`config.mk`:
```
export PLATFORM = sky130hd
export DESIGN_NAME = packet_slot_scheduler
export DESIGN_NICKNAME = d
export VERILOG_FILES = /design/src/rtl/pkt_sched_pkg.sv /design/src/rtl/packet_slot_scheduler_tick.sv /design/src/rtl/packet_slot_scheduler.sv
export SDC_FILE = /design/constraint.sdc
export NUM_CORES = 1
export LEC_CHECK = 0
export BUFFER_PORTS_ARGS = -buffer_cell sky130_fd_sc_hd__buf_2
export CAP_MARGIN = 25
export CORE_ASPECT_RATIO = 2
export CORE_MARGIN = 1.5
export CORE_UTILIZATION = 50
export DETAILED_ROUTE_END_ITERATION = 10
export HOLD_SLACK_MARGIN = 0.02
export PLACE_DENSITY = 0.74
export SETUP_SLACK_MARGIN = 0.2
export SYNTH_ARGS = -nofsm -noshare
export SYNTH_HDL_FRONTEND = slang
export SYNTH_SLANG_ARGS = --single-unit
export TNS_END_PERCENT = 5
```
`constraint.sdc`:
```
create_clock -name CLK -period 2.21 [get_ports CLK]
set_input_delay 0.1105 -clock CLK [delete_from_list [all_inputs] [get_ports CLK]]
set_output_delay 0.1105 -clock CLK [all_outputs]
set_load 0.02 [all_outputs]
```
`src/rtl/pkt_sched_pkg.sv`:
```
// -----------------------------------------------------------------------------
// pkt_sched_pkg
// Shared types and helpers for the packet slot scheduler.
//   state_t          : scheduler FSM states
//   DEFAULT_HEADER   : default first byte of every packet
//   PKT_LEN_*        : packet length in bytes without / with checksum byte
//   rr_next_idx()    : round-robin winner search starting after last grant
//   pkt_checksum()   : XOR checksum over header, index byte and payload
// -----------------------------------------------------------------------------
package pkt_sched_pkg;

    typedef enum logic [2:0] {
        IDLE = 3'd0,
        HDR  = 3'd1,
        ID   = 3'd2,
        PAY  = 3'd3,
        CHK  = 3'd4,
        DONE = 3'd5
    } state_t;

    localparam logic [7:0]  DEFAULT_HEADER = 8'hA5;
    localparam int unsigned PKT_LEN_NO_CHK = 32'd3;
    localparam int unsigned PKT_LEN_CHK    = 32'd4;
    localparam int unsigned MAX_REQ        = 32'd8;

    // First asserted request scanning upward from last_v+1, modulo num_req.
    // Returns last_v unchanged when no request is pending.
    function automatic logic [2:0] rr_next_idx(
        input logic [MAX_REQ-1:0] req_v,
        input logic [2:0]         last_v,
        input int unsigned        num_req
    );
        logic [2:0]  sel_v;
        logic        found_v;
        int unsigned cand_v;
        sel_v   = last_v;
        found_v = 1'b0;
        for (int unsigned k = 32'd1; k <= MAX_REQ; k++) begin
            cand_v = (32'(last_v) + k) % num_req;
            if ((k <= num_req) && !found_v && req_v[cand_v[2:0]]) begin
                sel_v   = cand_v[2:0];
                found_v = 1'b1;
            end
        end
        return sel_v;
    endfunction

    // Checksum byte carried at the end of a packet when enabled.
    function automatic logic [7:0] pkt_checksum(
        input logic [7:0] hdr_v,
        input logic [2:0] idx_v,
        input logic [7:0] pay_v
    );
        return hdr_v ^ {5'b00000, idx_v} ^ pay_v;
    endfunction

endpackage

```
`src/rtl/packet_slot_scheduler_tick.sv`:
```
// -----------------------------------------------------------------------------
// slot_tick_gen
// Free-running slot counter 0..PERIOD-1 with a registered one-cycle tick.
// The tick is high in the cycle after the counter held PERIOD-1, so the first
// tick appears PERIOD+1 cycles after reset release and repeats every PERIOD.
// Ports:
//   CLK   in  system clock
//   RESET in  asynchronous active-high reset
//   TICK  out one-cycle slot tick
// -----------------------------------------------------------------------------
module slot_tick_gen
    import pkt_sched_pkg::*;
#(
    parameter int PERIOD    = 10000000,
    parameter int CNT_WIDTH = 32
) (
    input  logic CLK,
    input  logic RESET,
    output logic TICK
);

    localparam logic [CNT_WIDTH-1:0] LAST_CNT = CNT_WIDTH'(PERIOD - 1);

    logic [CNT_WIDTH-1:0] cnt_r;
    logic                 tick_r;

    // Slot counter with wrap and registered tick.
    always_ff @(posedge CLK or posedge RESET) begin
        if (RESET) begin
            cnt_r  <= '0;
            tick_r <= 1'b0;
        end else if (cnt_r == LAST_CNT) begin
            cnt_r  <= '0;
            tick_r <= 1'b1;
        end else begin
            cnt_r  <= cnt_r + CNT_WIDTH'(1);
            tick_r <= 1'b0;
        end
    end

    assign TICK = tick_r;

endmodule

```
`src/rtl/packet_slot_scheduler.sv`:
```
// -----------------------------------------------------------------------------
// packet_slot_scheduler
// Sends at most one packet per PERIOD-cycle slot, choosing among NUM_REQ
// requesters round-robin. Packet = HEADER, {5'b0,index}, payload
// [, checksum when PKT_CHECKSUM_EN is defined], over a valid/ready byte link.
// Optional feature macro: PKT_CHECKSUM_EN (adds the CHK byte).
// Ports:
//   CLK       in  system clock
//   RESET     in  asynchronous active-high reset
//   REQ       in  per-requester pending flags (sampled at IDLE tick only)
//   REQ_DATA  in  payload byte per requester, byte i at [8i+7:8i]
//   GRANT     out one-cycle pulse on the served requester at packet end
//   TX_DATA   out byte to transmitter (registered)
//   TX_VALID  out TX_DATA valid (registered)
//   TX_READY  in  transmitter accepts on TX_VALID && TX_READY
//   BUSY      out high whenever the FSM is not IDLE
//   OVERRUN   out one-cycle pulse when a tick is dropped while busy
// -----------------------------------------------------------------------------
module packet_slot_scheduler
    import pkt_sched_pkg::*;
#(
    parameter int         PERIOD    = 10000000,
    parameter int         CNT_WIDTH = 32,
    parameter int         NUM_REQ   = 4,
    parameter logic [7:0] HEADER    = DEFAULT_HEADER
) (
    input  logic                 CLK,
    input  logic                 RESET,
    input  logic [NUM_REQ-1:0]   REQ,
    input  logic [8*NUM_REQ-1:0] REQ_DATA,
    output logic [NUM_REQ-1:0]   GRANT,
    output logic [7:0]           TX_DATA,
    output logic                 TX_VALID,
    input  logic                 TX_READY,
    output logic                 BUSY,
    output logic                 OVERRUN
);

    logic                 tick_s;
    state_t               state_r;
    state_t               state_nx_s;
    logic                 start_s;
    logic                 accept_s;
    logic [MAX_REQ-1:0]   req_pad_s;
    logic [2:0]           win_s;
    logic [7:0]           win_pay_s;
    logic [2:0]           idx_r;
    logic [7:0]           pay_r;
    logic [2:0]           last_grant_r;
    logic [7:0]           tx_data_nx_s;
    logic                 tx_valid_nx_s;
    logic [NUM_REQ-1:0]   grant_nx_s;
    logic [7:0]           tx_data_r;
    logic                 tx_valid_r;
    logic [NUM_REQ-1:0]   grant_r;
    logic                 busy_r;
    logic                 overrun_r;

    slot_tick_gen #(
        .PERIOD    (PERIOD),
        .CNT_WIDTH (CNT_WIDTH)
    ) u_tick (
        .CLK   (CLK),
        .RESET (RESET),
        .TICK  (tick_s)
    );

    // Round-robin winner and its payload byte.
    always_comb begin
        req_pad_s              = '0;
        req_pad_s[NUM_REQ-1:0] = REQ;
        win_s                  = rr_next_idx(req_pad_s, last_grant_r, NUM_REQ);
        win_pay_s              = 8'h00;
        for (int i = 0; i < NUM_REQ; i++) begin
            if (win_s == 3'(i)) begin
                win_pay_s = REQ_DATA[8*i +: 8];
            end else begin
                win_pay_s = win_pay_s;
            end
        end
    end

    // Next-state logic; byte states advance only on acceptance.
    always_comb begin
        state_nx_s = state_r;
        start_s    = 1'b0;
        accept_s   = tx_valid_r && TX_READY;
        case (state_r)
            IDLE: begin
                if (tick_s && (REQ != '0)) begin
                    state_nx_s = HDR;
                    start_s    = 1'b1;
                end else begin
                    state_nx_s = IDLE;
                end
            end
            HDR: begin
                if (accept_s) begin
                    state_nx_s = ID;
                end else begin
                    state_nx_s = HDR;
                end
            end
            ID: begin
                if (accept_s) begin
                    state_nx_s = PAY;
                end else begin
                    state_nx_s = ID;
                end
            end
            PAY: begin
                if (accept_s) begin
`ifdef PKT_CHECKSUM_EN
                    state_nx_s = CHK;
`else
                    state_nx_s = DONE;
`endif
                end else begin
                    state_nx_s = PAY;
                end
            end
`ifdef PKT_CHECKSUM_EN
            CHK: begin
                if (accept_s) begin
                    state_nx_s = DONE;
                end else begin
                    state_nx_s = CHK;
                end
            end
`endif
            DONE:    state_nx_s = IDLE;
            default: state_nx_s = IDLE;
        endcase
    end

    // Output values for the state being entered, so outputs can be registered
    // and stay aligned with state_r (data held stable while stalled).
    always_comb begin
        tx_data_nx_s  = 8'h00;
        tx_valid_nx_s = 1'b0;
        case (state_nx_s)
            HDR: begin
                tx_data_nx_s  = HEADER;
                tx_valid_nx_s = 1'b1;
            end
            ID: begin
                tx_data_nx_s  = {5'b00000, idx_r};
                tx_valid_nx_s = 1'b1;
            end
            PAY: begin
                tx_data_nx_s  = pay_r;
                tx_valid_nx_s = 1'b1;
            end
`ifdef PKT_CHECKSUM_EN
            CHK: begin
                tx_data_nx_s  = pkt_checksum(HEADER, idx_r, pay_r);
                tx_valid_nx_s = 1'b1;
            end
`endif
            default: begin
                tx_data_nx_s  = 8'h00;
                tx_valid_nx_s = 1'b0;
            end
        endcase
        for (int i = 0; i < NUM_REQ; i++) begin
            grant_nx_s[i] = (state_nx_s == DONE) && (idx_r == 3'(i));
        end
    end

    // State and registered outputs.
    always_ff @(posedge CLK or posedge RESET) begin
        if (RESET) begin
            state_r    <= IDLE;
            tx_data_r  <= 8'h00;
            tx_valid_r <= 1'b0;
            grant_r    <= '0;
            busy_r     <= 1'b0;
            overrun_r  <= 1'b0;
        end else begin
            state_r    <= state_nx_s;
            tx_data_r  <= tx_data_nx_s;
            tx_valid_r <= tx_valid_nx_s;
            grant_r    <= grant_nx_s;
            busy_r     <= (state_nx_s != IDLE);
            overrun_r  <= tick_s && (state_r != IDLE);
        end
    end

    // Packet context latched at the start tick; last grant updated in DONE.
    always_ff @(posedge CLK or posedge RESET) begin
        if (RESET) begin
            idx_r        <= 3'd0;
            pay_r        <= 8'h00;
            last_grant_r <= 3'(NUM_REQ - 1);
        end else begin
            if (start_s) begin
                idx_r <= win_s;
                pay_r <= win_pay_s;
            end
            if (state_r == DONE) begin
                last_grant_r <= idx_r;
            end
        end
    end

    assign TX_DATA  = tx_data_r;
    assign TX_VALID = tx_valid_r;
    assign GRANT    = grant_r;
    assign BUSY     = busy_r;
    assign OVERRUN  = overrun_r;

endmodule

```
* Word-level counts from Yosys, hierarchy flattened
Cells that the tools add are included.
Word-level totals: register bits 65, input port bits 39, output and inout port bits 15, word-level logic and storage cells 85
Cells by class: add/subtract/negate cells 5, order comparisons 4, eq/ne operators 15, multiplexer cells 30, reduce and logical (&&, ||, !) cells 20
Operators with widths (number):
- adder 32 x 1 -> 32 bit, second input constant | 1
- equality test 32 x 24 -> 1 bit, second input constant | 1
- 2-to-1 mux 32 bit | 1
- 2-to-1 mux 8 bit | 4
- equality test 3 x 2 -> 1 bit, second input constant | 8
- one-hot mux 8 bit (3 select lines) | 1
- less-than comparator 2 x 4 -> 1 bit, second input constant | 4
- 2-to-1 mux 3 bit | 5
- 2-to-1 mux 1 bit | 13
- equality test 3 x 1 -> 1 bit, second input constant | 4
- one-hot mux 3 bit (4 select lines) | 1
- logical AND 1 bit | 10
- logical NOT 3 bit | 3
- binary-select mux 1 bit (select 2 bit) | 4
- equality test 3 bit, second input constant | 2
- nonzero test 3 bit | 2
- adder 2 x 1 -> 2 bit, second input constant | 2
- adder 2 bit, second input constant | 2
- nonzero test 4 bit | 1
- logical NOT 1 bit | 3
- OR reduction 3 bit | 1
- 2-to-1 mux 2 bit | 1

* Longest topological paths before layout
depth in word-level cells 18, mapped depth 6, depth with buffers taken out 5

* Cells and area by module
From an unflattened synthesis, not the netlist that was laid out.
Unflattened totals: cell total of the unflattened synthesis 344, area total of the unflattened synthesis 3498.4 sq um
Modules (own cells, without submodules):
- packet_slot_scheduler | instances 1, cells an instance 183, area an instance 1845.5 sq um, seq. area each 803.3 sq um
- slot_tick_gen | instances 1, cells an instance 161, area an instance 1652.8 sq um, seq. area each 825.8 sq um

* Least setup slack after synthesis
OpenSTA, ideal clock, no wires.
kind register to register, start point register last_grant_r[0], end point register pay_r[0], library setup time 0.126 ns, arrival 1.784 ns, required time 2.084 ns, slack 0.300 ns, stages on the path, launching flop included 7, path buffers 1, path through dfstp_2 buf_2 mux2i_1 a221oi_4 mux2_2 o22ai_1 o31ai_1
Between the ends: cells in the longest elaborated chain, start to end 18, elaborated cells on any way between the ends 33, those cells by class 4 x add/sub; 3 x eq/ne; 19 x mux; 7 x reduce/logical
RTL lines:
- start: declaration | RTL line packet_slot_scheduler.sv:49 | logic [2:0] last_grant_r;
- start signal: assignment | RTL line packet_slot_scheduler.sv:194 | last_grant_r <= 3'(NUM_REQ - 1);
- start signal: assignment | RTL line packet_slot_scheduler.sv:201 | last_grant_r <= idx_r;
- adder 2 x 1 -> 2 bit | RTL line pkt_sched_pkg.sv:39 | cand_v = (32'(last_v) + k) % num_req;
- binary-select mux 1 bit (select 2 bit) | RTL line pkt_sched_pkg.sv:40 | if ((k <= num_req) && !found_v && req_v[cand_v[2:0]]) begin
- 2-to-1 mux 1 bit (not written as such) | RTL line pkt_sched_pkg.sv:40
- 2-to-1 mux 1 bit | RTL line pkt_sched_pkg.sv:40
- logical NOT 1 bit | RTL line pkt_sched_pkg.sv:40
- logical AND 1 bit | RTL line pkt_sched_pkg.sv:40
- 2-to-1 mux 1 bit | RTL line pkt_sched_pkg.sv:40
- logical NOT 1 bit | RTL line pkt_sched_pkg.sv:40
- logical AND 1 bit | RTL line pkt_sched_pkg.sv:40
- 2-to-1 mux 1 bit | RTL line pkt_sched_pkg.sv:40
- logical NOT 1 bit | RTL line pkt_sched_pkg.sv:40
- logical AND 1 bit | RTL line pkt_sched_pkg.sv:40
- 2-to-1 mux 3 bit (*) | RTL line pkt_sched_pkg.sv:40
- logical NOT 3 bit | RTL line packet_slot_scheduler.sv:75 | if (win_s == 3'(i)) begin
- 2-to-1 mux 8 bit (3 in series) | RTL line packet_slot_scheduler.sv:75
- 2-to-1 mux 8 bit (*) | RTL line packet_slot_scheduler.sv:75
- end signal: assignment | RTL line packet_slot_scheduler.sv:198 | pay_r <= win_pay_s;
- end: declaration | RTL line packet_slot_scheduler.sv:48 | logic [7:0] pay_r;
Mark *: on every way between the ends. The rest lies on a longest branch, timed or not. The select of a mux whose other input is x is not followed. A chain may end at the register's enable or synchronous reset.

* Worst setup path in the final report
start point register u_tick.cnt_r[13], end point register u_tick.cnt_r[20]
Between the ends: cells in the longest elaborated chain, start to end 2, elaborated cells on any way between the ends 3, those cells by class 1 x add/sub; 1 x eq/ne; 1 x mux
RTL lines:
- start: declaration | RTL line packet_slot_scheduler_tick.sv:24 | logic [CNT_WIDTH-1:0] cnt_r;
- start signal: assignment | RTL line packet_slot_scheduler_tick.sv:36 | cnt_r <= cnt_r + CNT_WIDTH'(1);
- adder 32 x 1 -> 32 bit / equality test 32 x 24 -> 1 bit (equally long branches) | RTL line packet_slot_scheduler_tick.sv:36, packet_slot_scheduler_tick.sv:32
- 2-to-1 mux 32 bit (*) | RTL line packet_slot_scheduler_tick.sv:32 | end else if (cnt_r == LAST_CNT) begin
Mark *: on every way between the ends. The rest lies on a longest branch, timed or not.

==> results_dict.tcl <==
set metrics [dict create \
    critPathMaxFanout 8 \
    gpl.final_weighted_congestion 0.857 \
    leakagePower_nw 1.87 \
    clk_pin_slew_worst_paths_ns 0.05 \
    placeableCoreArea_sq_mm 0.00606 \
    drv_cap 0 \
    num_rows 40 \
    min_path_type "primary input to flop" \
    synth.ff_latch_count 64 \
    clock_skew_ns 0.00413 \
    cts.repair.resized 0 \
    antenna_violations_before_repair 0 \
    timing.final.crit_period_ns 2.01 \
    final_min_period_over_clock_period_pct 90.7 \
    rsz0062_at_grt "yes" \
    first_global_vias 2674 \
    number_of_pins_with_negative_max_slew_slack_in_the_final_report 0 \
    critPathLaunchType "flop" \
    die_x_microns 59.1 \
    num_vias 2549 \
    cts_htree_levels 3 \
    cts_made_buffers 9 \
    grt_overflow_total 0 \
    postRouteWirelength_microns 7190 \
    final_layout_size_suffix_gt1_share_pct 29.7 \
    area_delta_synth_final_pct 25.4 \
    hpwl_after_detailed_placement_microns 5260 \
    floorplan.die_area_sq_mm 0.00680 \
    critPathKind "flop to flop" \
    max_clock_freq_mhz 499 \
    worst-endpoint-required_ns 2.42 \
    drtAntennaViolNets 0 \
    boundaryPins 54 \
    cts_tree "yes" \
    synth_edf_count 0 \
    inst_count_dp 440 \
    finalNetCount 409 \
    cts.root.buffer_cell "sky130_fd_sc_hd__clkbuf_16" \
    vdd_ir_drop_max_mv 0.499 \
    setup_tns_ns 0 \
    synth_cell_type_count 51 \
    cp_capture_type "flop" \
    filler_cell_count 481 \
    critPathArrivalTime_ns 2.22 \
    initialDrtViolationCount 118 \
    max_slew.worst_pin.slew_ns 0.586 \
    power_density_of_the_placed_cells_mw_per_mm2 711 \
    synth_cells 297 \
    grtUsageTotal_pct 23.9 \
    placement.io_buffers 53 \
    clkLatencyLatePin_ns 0.33 \
    starting_density_of_the_core_pct 51.9 \
    largest_net_degree_at_the_start_of_global_routing 65 \
    sequential_area_share_after_synthesis_pct 51.0 \
    outcome "finished, final reports clean" \
    synthesis.nets 337 \
    post_synth_instance_area_sq_mm 0.00314 \
    layoutNonFillerInstCount 458 \
    timing.final.hold_violations 0 \
    maxSlewHeadroom_pct 60.8 \
    syn_avg_cell_area_sq_um 10.6 \
    post_synthesis_async_set_or_reset_flop_share_pct 100 \
    setup_viol 0 \
    drc_violations_left 0 \
    yosysWarnings 0 \
    vias_per_cell 5.57 \
    synth_top_flop_cell "sky130_fd_sc_hd__dfrtp_1" \
    drt_first_pass_iters 4 \
    antennaDiodeCount 0 \
    chipHeight_microns 115 \
    clock_sinks 64 \
    cts.path.max_buffers 2 \
    first_pass_grt_wire_length_microns 12100 \
    drt-wirelength-per-cell_microns 15.7 \
]
## layout make-up
class / instances / area (sq um) / share of cell area [%]
Multi-Input combinational cell: 220 / 1480 / 37.6
Sequential cell: 64 / 1600 / 40.7
Tap cell: 84 / 105 / 2.66
Timing Repair Buffer: 69 / 413 / 10.5
Clock inverter: 6 / 82.6 / 2.09
Clock buffer: 10 / 239 / 6.06
Inverter: 5 / 18.8 / 0.476
## cells in the mapped netlist, drive strengths merged, types with 2 or more instances
| master | count | area share [%] |
|---|---|---|
| xor2 | 10 | 2.8 |
| dfstp | 2 | 1.7 |
| nand4 | 9 | 1.8 |
| or2 | 2 | 0.40 |
| nor3 | 5 | 0.80 |
| nor2b | 4 | 0.80 |
| nand2 | 29 | 3.5 |
| a21o | 2 | 0.48 |
| nor4 | 5 | 1.9 |
| or3 | 3 | 0.80 |
| nor4b | 3 | 0.84 |
| nor3b | 3 | 0.72 |
| a211oi | 2 | 0.48 |
| xnor2 | 15 | 4.2 |
| nand3 | 21 | 4.3 |
| buf | 4 | 0.80 |
| nand3b | 5 | 1.2 |
| and3 | 7 | 1.5 |
| nand2b | 2 | 0.40 |
| mux2 | 11 | 3.9 |
| o21ai | 4 | 0.64 |
| a221o | 2 | 0.64 |
| or4 | 5 | 1.2 |
| a21oi | 6 | 0.96 |
| clkbuf | 4 | 0.48 |
| and2 | 6 | 1.2 |
| mux2i | 2 | 0.64 |
| dfrtp | 62 | 49 |
| inv | 5 | 0.60 |
| o211ai | 3 | 0.72 |
| o31ai | 8 | 1.9 |
| o22ai | 8 | 1.6 |
| nor2 | 27 | 3.2 |
## metrics by stage
stage                     power [mW]  cell area [sq um]  hold WS, ns  worst slack [ns]  util [%]
after global routing            2.89               3940       0.0959             0.118      65.1
after global placement          1.31               3590        0.195             0.194      59.3
final                           2.81               3940       0.0841             0.205      65.1
after floorplan                 1.25               3140        0.292             0.300         -
after detailed placement        1.31               3590        0.201             0.156      59.3
after CTS                       2.83               3940       0.0783             0.185      65.1
## routing by layer
layer	GRT usage (%)	wire, microns	up-vias
li1	-	-	1224
met1	23.7	2480	1232
met2	43.9	4170	75
met3	5.40	295	18
met4	13.2	244	0
met5	0	0	-
## worst paths after layout
check	cells after the start	end	start	slack [ns]
min	3	pay_r[6]	REQ_DATA[30]	0.08
max	5	u_tick.cnt_r[20]	u_tick.cnt_r[13]	0.20
min reg2reg	2	pay_r[3]	pay_r[3]	0.46
max reg2reg	5	u_tick.cnt_r[20]	u_tick.cnt_r[13]	0.20
max in group asynchronous	4	last_grant_r[1]	RESET	1.49
min in group asynchronous	4	pay_r[6]	RESET	0.39
## kinds of logic (layout without fill, tap and decap cells)
group                      Yosys count  count (layout)  share of synthesized area (%)
and+or+nand+nor                    138             138                           25.2
DFF                                 64              64                           51.0
AOI/OAI and AO/OA                   43              43                           9.99
xor gates and xnor gates            25              25                           6.96
muxes                               13              13                           4.58
buffers and inverters               13              90                           1.87
adders and majority gates            1               1                          0.398
## cell usage in the layout, fill, tap and decap left out, types with 3 or more instances in the layout
cell,netlist,final
sky130_fd_sc_hd__o211ai_1,3,3
sky130_fd_sc_hd__dfrtp_1,62,62
sky130_fd_sc_hd__xnor2_1,15,15
sky130_fd_sc_hd__nor4_1,3,3
sky130_fd_sc_hd__or4_1,5,5
sky130_fd_sc_hd__xor2_1,10,10
sky130_fd_sc_hd__buf_4,2,13
sky130_fd_sc_hd__nor4b_1,3,3
sky130_fd_sc_hd__o21ai_0,4,4
sky130_fd_sc_hd__and3_2,3,3
sky130_fd_sc_hd__nor3b_1,3,3
sky130_fd_sc_hd__buf_2,2,53
sky130_fd_sc_hd__and3_1,4,4
sky130_fd_sc_hd__clkbuf_16,0,9
sky130_fd_sc_hd__o31ai_1,8,8
sky130_fd_sc_hd__o22ai_1,8,8
sky130_fd_sc_hd__a21oi_1,6,6
sky130_fd_sc_hd__nand2_1,29,29
sky130_fd_sc_hd__nor3_1,5,5
sky130_fd_sc_hd__and2_1,6,6
sky130_fd_sc_hd__nor2b_1,4,4
sky130_fd_sc_hd__clkinv_2,0,3
sky130_fd_sc_hd__nand3_1,18,18
sky130_fd_sc_hd__nand3b_1,5,5
sky130_fd_sc_hd__inv_1,5,4
sky130_fd_sc_hd__nor2_1,27,27
sky130_fd_sc_hd__nand4_1,9,9
sky130_fd_sc_hd__mux2_2,11,11
## power by group
part,total (mW),switching (mW),internal [mW]
registers,1.17,0,1.17
logic,0.124,0.0636,0.0608
clock network,1.51,0.497,1.01
## state kept, by name (all words and copies together), names as in the netlist
| signal | count |
|---|---|
| TX_DATA | 8 |
| BUSY | 1 |
| state_r | 3 |
| TX_VALID | 1 |
| pay_r | 8 |
| u_tick.cnt_r | 32 |
| u_tick.TICK | 1 |
| GRANT | 4 |
| OVERRUN | 1 |
| last_grant_r | 2 |
| idx_r | 3 |
## worst max-delay path: stages, from the launching register on
cell	delay (ns)
sky130_fd_sc_hd__dfrtp_1	0.41
sky130_fd_sc_hd__or4b_1	0.54
sky130_fd_sc_hd__or3_4	0.41
sky130_fd_sc_hd__nor4_4	0.24
sky130_fd_sc_hd__buf_4	0.22
sky130_fd_sc_hd__nor2_1	0.06
## timing repair
| action | in CTS | in global routing |
|---|---|---|
| setup endpoints to repair | 16 | 12 |
| hold buffers | 1 | 0 |
| pin swaps | 2 | 0 |
| setup buffers | 1 | 0 |
| hold endpoints to repair | 62 | 0 |
(Power assumes the default switching activity.)
